==> src/rtl/heap_copy_engine_pkg.sv <==
// heap_copy_engine_pkg: shared heap constants and copy FSM state encodings
package heap_copy_engine_pkg;
  localparam int ADDR_W = 32;
  localparam int WORD_BYTES = 4;
  typedef enum logic [2:0] {IDLE, RD_REQ, WR_REQ, DONE, WAIT_LOW} state_e;
endpackage

==> src/rtl/heap_copy_engine_if.sv <==
// heap_copy_engine_if: allocator copy request plus heap memory master port
interface heap_copy_engine_if;
  import heap_copy_engine_pkg::*;
  logic copy_active;
  logic [ADDR_W-1:0] src_addr, dst_addr, copy_len;
  logic copy_done, busy;
  logic mem_req, mem_we, mem_ack;
  logic [ADDR_W-1:0] mem_addr;
  logic [31:0] mem_wdata, mem_rdata;
  modport master (
    input copy_active, src_addr, dst_addr, copy_len, mem_ack, mem_rdata,
    output copy_done, busy, mem_req, mem_we, mem_addr, mem_wdata
  );
  modport slave (
    output copy_active, src_addr, dst_addr, copy_len, mem_ack, mem_rdata,
    input copy_done, busy, mem_req, mem_we, mem_addr, mem_wdata
  );
endinterface

==> src/rtl/heap_copy_engine_copy_word_fifo.sv <==
// copy_word_fifo: register FIFO holding one read burst until it is written back
module copy_word_fifo #(
  parameter int DEPTH = 8,
  parameter int W = 32,
  localparam int AW = $clog2(DEPTH),
  localparam int CW = AW + 1
) (
  input  logic clk,
  input  logic rst,
  input  logic clr,
  input  logic push,
  input  logic pop,
  input  logic [W-1:0] din,
  output logic [W-1:0] dout,
  output logic [CW-1:0] count
);
  logic [W-1:0] mem_q [DEPTH];
  logic [W-1:0] mem_d [DEPTH];
  logic [AW-1:0] wr_q, wr_d, rd_q, rd_d;
  logic [CW-1:0] cnt_q, cnt_d;
  always_comb begin
    mem_d = mem_q;
    if (push) mem_d[wr_q] = din;
    wr_d = clr ? '0 : wr_q + AW'(push);
    rd_d = clr ? '0 : rd_q + AW'(pop);
    cnt_d = clr ? '0 : cnt_q + CW'(push) - CW'(pop);
  end
  always_ff @(posedge clk or negedge rst) begin
    if (!rst) begin
      mem_q <= '{default: '0};
      wr_q <= '0;
      rd_q <= '0;
      cnt_q <= '0;
    end else begin
      mem_q <= mem_d;
      wr_q <= wr_d;
      rd_q <= rd_d;
      cnt_q <= cnt_d;
    end
  end
  assign dout = mem_q[rd_q];
  assign count = cnt_q;
endmodule

==> src/rtl/heap_copy_engine.sv <==
// heap_copy_engine: realloc block mover, reads a burst of source words then writes them out
module heap_copy_engine
  import heap_copy_engine_pkg::*;
#(
  parameter int BURST_WORDS = 8
) (
  input logic clk,
  input logic rst,
  heap_copy_engine_if.master bus
);
  localparam int CNT_W = $clog2(BURST_WORDS) + 1;
  state_e state_q, state_d;
  logic [ADDR_W-1:0] src_q, src_d, dst_q, dst_d;
  logic [ADDR_W-3:0] left_q, left_d;
  logic push, pop, clr;
  logic [CNT_W-1:0] cnt;
  logic [31:0] head;
  copy_word_fifo #(.DEPTH(BURST_WORDS), .W(32)) u_fifo (
    .clk(clk), .rst(rst), .clr(clr), .push(push), .pop(pop),
    .din(bus.mem_rdata), .dout(head), .count(cnt)
  );
  always_comb begin
    state_d = state_q;
    src_d = src_q;
    dst_d = dst_q;
    left_d = left_q;
    push = 1'b0;
    pop = 1'b0;
    clr = 1'b0;
    case (state_q)
      IDLE: if (bus.copy_active) begin
        src_d = bus.src_addr & ~ADDR_W'(WORD_BYTES - 1);
        dst_d = bus.dst_addr & ~ADDR_W'(WORD_BYTES - 1);
        left_d = (ADDR_W-2)'(bus.copy_len >> 2);
        clr = 1'b1;
        state_d = (left_d == '0) ? DONE : RD_REQ;
      end
      RD_REQ: if (bus.mem_ack) begin
        push = 1'b1;
        src_d = src_q + ADDR_W'(WORD_BYTES);
        left_d = left_q - 1'b1;
        // burst closes when the buffer fills or the last source word arrives
        if (cnt == CNT_W'(BURST_WORDS - 1) || left_q == (ADDR_W-2)'(1)) state_d = WR_REQ;
      end
      WR_REQ: if (bus.mem_ack) begin
        pop = 1'b1;
        dst_d = dst_q + ADDR_W'(WORD_BYTES);
        if (cnt == CNT_W'(1)) state_d = (left_q != '0) ? RD_REQ : DONE;
      end
      DONE: state_d = WAIT_LOW;
      WAIT_LOW: if (!bus.copy_active) state_d = IDLE;
      default: state_d = IDLE;
    endcase
  end
  always_ff @(posedge clk or negedge rst) begin
    if (!rst) begin
      state_q <= IDLE;
      src_q <= '0;
      dst_q <= '0;
      left_q <= '0;
    end else begin
      state_q <= state_d;
      src_q <= src_d;
      dst_q <= dst_d;
      left_q <= left_d;
    end
  end
  assign bus.mem_req = (state_q == RD_REQ) || (state_q == WR_REQ);
  assign bus.mem_we = (state_q == WR_REQ);
  assign bus.mem_addr = (state_q == RD_REQ) ? src_q : (state_q == WR_REQ) ? dst_q : '0;
  assign bus.mem_wdata = (state_q == WR_REQ) ? head : '0;
  assign bus.copy_done = (state_q == DONE);
  assign bus.busy = (state_q != IDLE);
endmodule
==> src/flat_wrapper.sv <==
// flat-port wrapper written by rule: the top's interface ports become plain ports
module heap_copy_engine_flat import heap_copy_engine_pkg::*;
#(
  parameter int BURST_WORDS = 8
)
  (clk, rst, bus_copy_active, bus_src_addr, bus_dst_addr, bus_copy_len, bus_mem_ack, bus_mem_rdata, bus_copy_done, bus_busy, bus_mem_req, bus_mem_we, bus_mem_addr, bus_mem_wdata);
  heap_copy_engine_if bus_i ();
  input logic clk;
  input logic rst;
  input wire logic [$bits(bus_i.copy_active)-1:0] bus_copy_active;
  input wire logic [$bits(bus_i.src_addr)-1:0] bus_src_addr;
  input wire logic [$bits(bus_i.dst_addr)-1:0] bus_dst_addr;
  input wire logic [$bits(bus_i.copy_len)-1:0] bus_copy_len;
  input wire logic [$bits(bus_i.mem_ack)-1:0] bus_mem_ack;
  input wire logic [$bits(bus_i.mem_rdata)-1:0] bus_mem_rdata;
  output wire logic [$bits(bus_i.copy_done)-1:0] bus_copy_done;
  output wire logic [$bits(bus_i.busy)-1:0] bus_busy;
  output wire logic [$bits(bus_i.mem_req)-1:0] bus_mem_req;
  output wire logic [$bits(bus_i.mem_we)-1:0] bus_mem_we;
  output wire logic [$bits(bus_i.mem_addr)-1:0] bus_mem_addr;
  output wire logic [$bits(bus_i.mem_wdata)-1:0] bus_mem_wdata;
  assign bus_i.copy_active = bus_copy_active;
  assign bus_i.src_addr = bus_src_addr;
  assign bus_i.dst_addr = bus_dst_addr;
  assign bus_i.copy_len = bus_copy_len;
  assign bus_i.mem_ack = bus_mem_ack;
  assign bus_i.mem_rdata = bus_mem_rdata;
  assign bus_copy_done = bus_i.copy_done;
  assign bus_busy = bus_i.busy;
  assign bus_mem_req = bus_i.mem_req;
  assign bus_mem_we = bus_i.mem_we;
  assign bus_mem_addr = bus_i.mem_addr;
  assign bus_mem_wdata = bus_i.mem_wdata;
  heap_copy_engine #(.BURST_WORDS(BURST_WORDS)) u_core (.clk(clk), .rst(rst), .bus(bus_i));
endmodule
==> config.mk <==
export PLATFORM = sky130hd
export DESIGN_NAME = heap_copy_engine_flat
export DESIGN_NICKNAME = d
export VERILOG_FILES = /design/src/rtl/heap_copy_engine_pkg.sv /design/src/rtl/heap_copy_engine_if.sv /design/src/rtl/heap_copy_engine_copy_word_fifo.sv /design/src/rtl/heap_copy_engine.sv /design/src/flat_wrapper.sv
export SDC_FILE = /design/constraint.sdc
export NUM_CORES = 1
export LEC_CHECK = 0
export BUFFER_PORTS_ARGS = -buffer_cell sky130_fd_sc_hd__buf_2
export CAP_MARGIN = 10
export CELL_PAD_IN_SITES_DETAIL_PLACEMENT = 0
export CELL_PAD_IN_SITES_GLOBAL_PLACEMENT = 1
export CORE_AREA = 2 2 188 236
export DETAILED_ROUTE_END_ITERATION = 12
export DIE_AREA = 0 0 190 238
export HOLD_SLACK_MARGIN = 0.1
export PLACE_DENSITY = 0.81
export SLEW_MARGIN = 15
export SYNTH_ARGS = -nofsm -noshare
export SYNTH_HDL_FRONTEND = slang
export SYNTH_SLANG_ARGS = --single-unit
export TNS_END_PERCENT = 100
==> constraint.sdc <==
create_clock -name clk -period 2.2 [get_ports clk]
set_clock_uncertainty 0.05 [all_clocks]
set_input_delay 0.44 -clock clk [delete_from_list [all_inputs] [get_ports clk]]
set_output_delay 0.44 -clock clk [all_outputs]
set_load 0.02 [all_outputs]
== Word level (Yosys, flattened, before mapping) ==
Cells that the tools add are included.
Storage, ports and cells
  bits in registers: 363
  bits of input ports: 132
  output and inout port bits: 68
  logic and storage cells: 87
Cells by class
  add/subtract/negate cells: 7
  magnitude comparators: 3
  reductions and logical operators: 12
  bitwise gates (word level): 2
  multiplexer cells: 35
  eq/ne operators: 13
Operator list (number)
  32-bit 2-to-1 mux: 10
  256-bit bitwise mux: 1
  32-bit case mux with 2 select lines: 2
  32-bit binary-select mux with 3-bit select: 1
  32-bit demux with 3-bit select: 1
  32-bit by 3-bit adder with 32-bit output, second input constant: 2
  30-bit 2-to-1 mux: 2
  30-bit case mux with 2 select lines: 1
  30-bit by 1-bit == test with 1-bit output, second input constant: 1
  30-bit logical NOT: 1
  30-bit nonzero test: 1
  30-bit by 1-bit subtractor with 30-bit output, second input constant: 1
  3-bit 2-to-1 mux: 8
  3-bit case mux with 5 select lines: 1
  4-bit greater-or-equal comparator, second input constant: 2
  2-bit != test, second input constant: 4
  3-bit NOT with 4-bit output: 2
  3-bit by 1-bit adder with 3-bit output: 2
  3-bit by 2-bit == test with 1-bit output, second input constant: 2
  3-bit AND reduction: 2
  6-bit AND reduction: 1
  1-bit 2-to-1 mux: 5
  4-bit by 1-bit adder with 4-bit output: 1
  4-bit by 1-bit == test with 1-bit output, second input constant: 1
  other kinds (13): 17

== Longest topological paths before layout ==
Gate-level depths: netlist (run 1).
  word-level depth: 6
  depth in mapped cells: 11

== Modules after synthesis ==
A second synthesis (run 1) with hierarchy kept.
Unflattened totals
  cells, all modules: 1553
  area, all modules: 18825.6 um2
By module, submodules not included
  copy_word_fifo: area an instance 12203.0 um2, times used 1, cells each 706, sequential area each 6656.4 um2
  heap_copy_engine: area an instance 6622.6 um2, times used 1, cells each 847, sequential area each 2327.2 um2

== Worst setup path after synthesis (run 1) ==
Ideal clock, no wire load.
  path type: reg2out
  start: register u_core.state_q[0]
  end: output port bus_mem_addr[4]
  arrival: 2105 ps
  required time: 1710 ps
  setup slack: -395 ps
  cell stages (with the launch flop): 9
  path through: dfrtp_1 -> clkbuf_1 -> or3b_2 -> buf_2 -> inv_1 -> clkbuf_1 -> buf_2 -> nand2_1 -> o21ai_0
On the way
  word-level cells in the longest chain between the ends: 3
  elaborated cells between the ends (all ways): 4
  those cells by class: eq/ne: 2; mux: 2
Ends and longest elaborated chain
  start, declared: line heap_copy_engine.sv:12  | state_e state_q, state_d;
  start signal, assigned: line heap_copy_engine.sv:62  | state_q <= state_d;
  3-bit by 2-bit == test with 1-bit output
  named net bus_mem_we: line flat_wrapper.sv:19  | output wire logic [$bits(bus_i.mem_we)-1:0] bus_mem_we;
  32-bit 2-to-1 mux (2 in a row): line heap_copy_engine.sv:70  | assign bus.mem_addr = (state_q == RD_REQ) ? src_q : (state_q == WR_REQ) ? dst_q : '0;
  end, declared: line flat_wrapper.sv:20  | output wire logic [$bits(bus_i.mem_addr)-1:0] bus_mem_addr;
The timed path passes the listed nets, and every way through them passes these cells.

== Worst setup path after layout (run 1) ==
  start: register u_core.u_fifo.rd_q[0]
  end: output port bus_mem_wdata[13]
On the way
  word-level cells in the longest chain between the ends: 5
Ends and longest elaborated chain
  start, declared: line heap_copy_engine_copy_word_fifo.sv:19  | logic [AW-1:0] wr_q, wr_d, rd_q, rd_d;
  start signal, assigned: line heap_copy_engine_copy_word_fifo.sv:37  | rd_q <= rd_d;
  3-bit NOT with 4-bit output (not written as such): line heap_copy_engine_copy_word_fifo.sv:41  | assign dout = mem_q[rd_q];
  32-bit binary-select mux with 3-bit select: line heap_copy_engine_copy_word_fifo.sv:41
  32-bit 2-to-1 mux (not written as such) (2 in a row): line heap_copy_engine_copy_word_fifo.sv:41
  32-bit 2-to-1 mux: line heap_copy_engine.sv:71  | assign bus.mem_wdata = (state_q == WR_REQ) ? head : '0;
  end, declared: line flat_wrapper.sv:21  | output wire logic [$bits(bus_i.mem_wdata)-1:0] bus_mem_wdata;
Every way passes these cells. The select of a mux whose other input is x is not followed.

==> results of run 1 <==
## final cells by class
| cell class | instances | share of cell area [%] |
|---|---|---|
| Multi-Input combinational cell | 1055 | 38.9 |
| Sequential cell | 359 | 35.6 |
| Timing Repair Buffer | 432 | 17.2 |
| Clock buffer | 53 | 4.39 |
| Tap cell | 565 | 2.80 |
| Clock inverter | 18 | 0.838 |
| Inverter | 15 | 0.273 |
| Antenna cell | 3 | 0.0297 |
## registers in the layout, indices dropped and copies added (netlist names)
signal	count
u_core.src_q	30
u_core.dst_q	30
u_core.u_fifo.rd_q	3
u_core.left_q	30
u_core.state_q	3
u_core.u_fifo.mem_q	256
u_core.u_fifo.count	4
u_core.u_fifo.wr_q	3
## cell families after synthesis
logic type,count (synthesis)
AND/OR/NAND/NOR,394
adder cells (fa/ha/maj),13
XOR/XNOR,5
other,1
AO/OA/AOI/OAI,285
buffers and inverters,129
multiplexers,356
flip-flops,359
## through the flow
step           util, %  worst slack (ns)  power (mW)  std cells  setup TNS [ns]
2_1_floorplan        -           -0.0760        19.8       1543          -0.693
3_3_place_gp      49.0           -0.0982        23.5       2318           -3.66
5_1_grt           58.9            -0.680        37.4       2500          -79.09
6_report          58.9            -0.616        35.6       2500          -54.66
3_5_place_dp      49.0            -0.103        24.1       2318           -4.06
4_1_cts           57.1            -0.614        34.5       2467          -42.65
## critical path: stages (launching register included)
cell     delay [ns]
dfrtp_4        0.43
buf_4          0.19
buf_6          0.17
mux4_2         0.55
mux2i_1        0.19
nor2_1         0.09
buf_2          0.17
## worst paths after layout
path	start	to	slack, ns	cells past startpoint
setup reg to reg	u_core.state_q[1]	u_core.u_fifo.mem_q[28]	-0.26	11
min in group asynchronous	rst	u_core.left_q[15]	0.32	2
hold reg to reg	u_core.u_fifo.mem_q[66]	u_core.u_fifo.mem_q[66]	0.43	1
max in group asynchronous	rst	u_core.u_fifo.mem_q[199]	1.07	3
hold / removal	bus_copy_len[22]	u_core.left_q[20]	0.13	3
setup / recovery	u_core.u_fifo.rd_q[0]	bus_mem_wdata[13]	-0.62	6
## power breakdown
group	leakage (nW)	internal [mW]	total (mW)	switching [mW]
Combinational	6.09	9.42	16.9	7.52
Clock	0.655	4.02	6.86	2.84
Sequential	4.46	9.45	11.8	2.38
Total	11.2	22.9	35.6	12.7
## cells in the final DEF, fill, tap and decap left out, types with 9 or more instances in the layout
cell and count:
buf_12 45, buf_4 128, nor4_1 17, dfrtp_1 355
mux4_2 64, buf_2 150, nor2_1 87, a2bb2oi_1 26
mux2_2 152, nor3_1 28, o22a_1 10, a21oi_1 86
nand2_2 15, nand3_1 46, nand4_1 27, a31oi_1 12
buf_16 13, mux2i_1 34, inv_1 12, buf_6 66
clkbuf_16 51, buf_8 11, o21ai_0 41, ha_1 10
o22ai_1 36, a22o_4 9, mux2_4 102, nand2_1 54
and3_1 13, nand2_4 40
## per-layer routing
metal | global-route usage (%) | vias to the layer above
met1 | 31.3 | 7583
met2 | 41.3 | 571
li1 | - | 6552
met4 | 9.09 | 8
met3 | 3.56 | 156
met5 | 0 | -
## repair_timing
item	CTS	global route
setup endpoints to repair	122	348
gates resized for setup	300	109
gates cloned	18	16
pin swaps	37	26
hold endpoints to repair	96	0
hold buffers	3	0
buffers inserted	59	22
==> results.toml, run 1 <==
[run_status]
outcome = "finished, violations left"
violations = "setup timing"

[finish]
design_area_um2 = 25200
seq_area_um2 = 8990
fill_cells = 3335
nets = 2047
synthToLayoutAreaGrowth_pct = 38.4
multi_input_area_um2 = 9810
drive_gt1_share_pct = 48.4

[routing]
vias = 14900
final_antenna_net_count = 0
wl_per_cell_um = 23.4
top_layer = "met5"
drt_iter0_markers = 1090
wl_met3_um = 3340
vias_per_cell = 5.95
dr.pass1.iters = 5
met1Wirelength_um = 23400
totalWireLength_um = 58600
drc_errors = 0
wl_met2_um = 29600

[placement]
placed_area_um2 = 21000
place_congestion = 0.867
dp_hpwl_um = 33900
numPortBuffers = 191

[timing]
post-route-min-period_ns = 2.82
fmax_mhz = 355
hold-worst-slack_ns = 0.134
slew_viol_final = 0
finalSetupViolations = 323
period_share_pct = 128
worstMarginPinSlew_ns = 0.590
rsz0062_at_grt = "true"
slew_headroom_pct = 60.7
fin_ws_ns = -0.616
hold_violations = 0

[synth]
ys_ff_latch = 359
post-synth-top-area-cell = "dfrtp_1"
synthXorXnorAreaFrac_pct = 0.240
syn_inst = 1542
synth_mux_area_share_pct = 25.7
yosysMostFrequentCell = "dfrtp_1"
synth_area_leaders = "dfrtp_1 (49%), mux2_2 (16%), mux4_2 (7.9%)"
synthAdderAreaFrac_pct = 0.933
synth_top_area_share_pct = 49.2
synth_ff_type = "dfrtp_1"
synth_top_family_by_area = "multiplexers"
async_flop_share_pct = 100
synth-simple-area-share_pct = 10.8
synthTopCellsByCount = "dfrtp_1 (359), mux2_2 (252), nand2_1 (112)"
synth_compound_area_share_pct = 10.1
ys_types = 80
synth-warning-count = 0
synth_area_per_cell_um2 = 11.8
synth_edf_count = 0
syn_area_um2 = 18200
synth-seq-area-share_pct = 49.2

[clock_network]
cts_tree = "yes"
clk_latency_ns = 0.54
clockBufferDepth = 3
htree_levels = 2
cts.clk_slew.worst_paths_ns = 0.06
cts_root_buffer = "clkbuf_16"
cts.sinks = 359
cts_made_buffers = 39

[critical_path]
worstSetupEndpointType = "output port"
worstPathArrival_ns = 2.33
worstSetupPathType = "register to output port"
critPathRequiredTime_ns = 1.71
cp-start-kind = "register"
cp_max_fo = 5

[job]
cap_violations = 0

[global_route]
grt_pass1_wl_um = 86000
grt_util_all_layers_pct = 24.2
grt_antenna_before_repair = 8
grt_pass1_vias = 15300
grt_overflow = 0
grt_max_degree = 77

[die]
std_cell_rows = 85
dieWidth_um = 190
dieArea_um2 = 45200
die_y_um = 238
pin_count = 200
start_util_pct = 42.6
core_area_um2 = 42900

[min_path]
min_path_type = "input pin to register"

[pwr]
ir_drop_mv = 0.865
p_leak_nw = 11.2
powerDensity_nw_per_um2 = 1410
Power figures use the tool's default switching activity.
==> run 2, diff against run 1 <==
REMOVE_ABC_BUFFERS = 1   (was default)
==> run 2 against run 1 <==
Effect of this change: the flow still finishes with violations (setup timing); maximum frequency up 1.0%; clock power decreased by 3.9%; power decreased by 4.7%; die area unchanged; largest power group unchanged.
==> results.toml, run 2 (same netlist as run 1, synthesis figures left out) <==
[clock_network]
cts.clk_slew.worst_paths_ns = 0.06
cts_root_buffer = "clkbuf_16"
cts_tree = "yes"
cts.sinks = 359
clk_latency_ns = 0.53
clockBufferDepth = 3
htree_levels = 2
cts_made_buffers = 39

[routing]
drt_iter0_markers = 1028
dr.pass1.iters = 5
vias = 14700
wl_per_cell_um = 23.4
totalWireLength_um = 57700
final_antenna_net_count = 0
drc_errors = 0
vias_per_cell = 5.97

[critical_path]
cp_top_family = "multiplexers"
cp_slowest_stage_delay_ns = 0.51
worstSetupPathType = "register to output port"
worstPathArrival_ns = 2.30
crit_slowest_cell = "mux4_2"
cp_cell_sequence = "buf_12 > buf_6 > mux4_2 > mux2i_1 > nor2_1 > buf_2"
r2r_start = "u_core.state_q[1]"
critPathRequiredTime_ns = 1.71
path_buf_inv = 3
cp_max_fo = 7
cp-start-kind = "register"
crit_start = "u_core.u_fifo.rd_q[0]"
worstSetupEndpointType = "output port"

[finish]
final_cell_mix = "dfrtp_1 (356), buf_2 (154), mux2_4 (130)"
synthToLayoutAreaGrowth_pct = 35.0
instances_no_fill = 2468
fill_cells = 3422
design_area_um2 = 24600
layout_commonest_cell = "dfrtp_1"
top_register = "u_core.u_fifo.mem_q"
seq_area_um2 = 8990
largest_reg_flops = 256
nets = 2018
drive_gt1_share_pct = 47.2
multi_input_area_um2 = 9740

[pwr]
power.internal_mw = 21.8
p_seq_share_pct = 34.3
power.switching_mw = 12.2
swShare_pct = 35.9
ir_drop_mv = 0.959
powerDensity_nw_per_um2 = 1380
fin_total_pwr_mw = 34.0
clockPowerShare_pct = 19.4
p_leak_nw = 10.8
p_comb_share_pct = 46.3

[placement]
dp_hpwl_um = 34700
placed_area_um2 = 20900
numPortBuffers = 191
place_inst = 2326
place_congestion = 0.846

[timing]
slew_headroom_pct = 58.9
slew_viol_final = 0
worstMarginPinSlew_ns = 0.617
hold_violations = 0
fin_ws_ns = -0.588
period_share_pct = 127
hold-worst-slack_ns = 0.143
finalSetupViolations = 241
fmax_mhz = 359
rsz0062_at_grt = "true"
tns_ns = -34.96
post-route-min-period_ns = 2.79

[die]
dieArea_um2 = 45200
dieWidth_um = 190
std_cell_rows = 85
core_area_um2 = 42900
pin_count = 200
die_y_um = 238
start_util_pct = 42.6

[job]
cap_violations = 0

[global_route]
grt_pass1_wl_um = 88000
grt_pass1_vias = 15400
grt_antenna_before_repair = 4
grt_max_degree = 71
grt_overflow = 0
grt_util_all_layers_pct = 25.1

[min_path]
min_path_type = "input pin to register"
hp-start = "bus_src_addr[23]"

[run_status]
outcome = "finished, violations left"
violations = "setup timing"
-- run 2: changes by cell type in the layout (fill, tap and decap cells not counted), moves of 9 or more --
cell	delta
nand2_2	+20
nand2_1	+16
mux2_4	+28
clkbuf_16	-9
nand2_4	-33
mux2_2	-26
buf_4	-10
-- run 2: through the flow --
step / setup WS, ns / util, %
floorplan: -5.63 / -
global placement: -0.189 / 48.8
detailed placement: -0.147 / 48.8
CTS: -0.589 / 56.0
global route: -0.656 / 57.4
finish: -0.588 / 57.5
-- run 2: cell type report --
cell class / count / share of cell area, %
clock buffers: 59 / 4.75
well taps: 565 / 2.87
inverters: 15 / 0.279
diodes: 3 / 0.0305
clock inverters: 9 / 0.508
flip-flops and latches: 359 / 36.5
multi-input cells: 1055 / 39.5
repair buffers: 403 / 15.5
-- run 2: timing repair --
| action | CTS | global route |
|---|---|---|
| hold endpoints to repair | 41 | 0 |
| pin swaps | 22 | 28 |
| endpoints found under the setup margin | 236 | 311 |
| resized for setup | 217 | 204 |
| buffers inserted | 47 | 15 |
| hold buffers | 4 | 0 |
| gates cloned | 22 | 3 |
-- run 2: power by group through the flow --
stage                     clock network, mW  registers (mW)  logic, mW
after floorplan                           0            11.2       8.32
after global placement                    0            11.2       12.0
after detailed placement                  0            11.5       12.4
after CTS                              6.71            11.4       14.7
after global routing                   6.99            11.9       16.8
final                                  6.59            11.6       15.7
-- run 2: routing by layer --
| layer | up-vias | wire length, um | global-route usage [%] |
|---|---|---|---|
| met5 | - | 20 | 0 |
| met2 | 572 | 29400 | 43.6 |
| met3 | 118 | 3440 | 4.24 |
| met1 | 7577 | 22900 | 30.9 |
| li1 | 6458 | - | - |
| met4 | 4 | 1980 | 10.2 |
-- run 2: worst reg2reg max path, delay by kind of cell, from the launching register on --
family	cells	cell delay (ns)
AND/OR/NAND/NOR	3	0.52
flip-flops	1	0.42
buffers and inverters	6	0.93
multiplexers	1	0.32
-- run 2: worst paths after layout --
kind                                            endpoint  cells after the start  slack (ns)
worst max-delay path                    bus_mem_wdata[2]                      6       -0.59
worst min-delay path                    u_core.src_q[23]                      3        0.14
worst max register to register   u_core.u_fifo.mem_q[73]                     10       -0.15
worst min register to register  u_core.u_fifo.mem_q[232]                      1        0.44
max in group asynchronous       u_core.u_fifo.mem_q[121]                      3        0.97
min in group asynchronous       u_core.u_fifo.mem_q[229]                      2        0.39
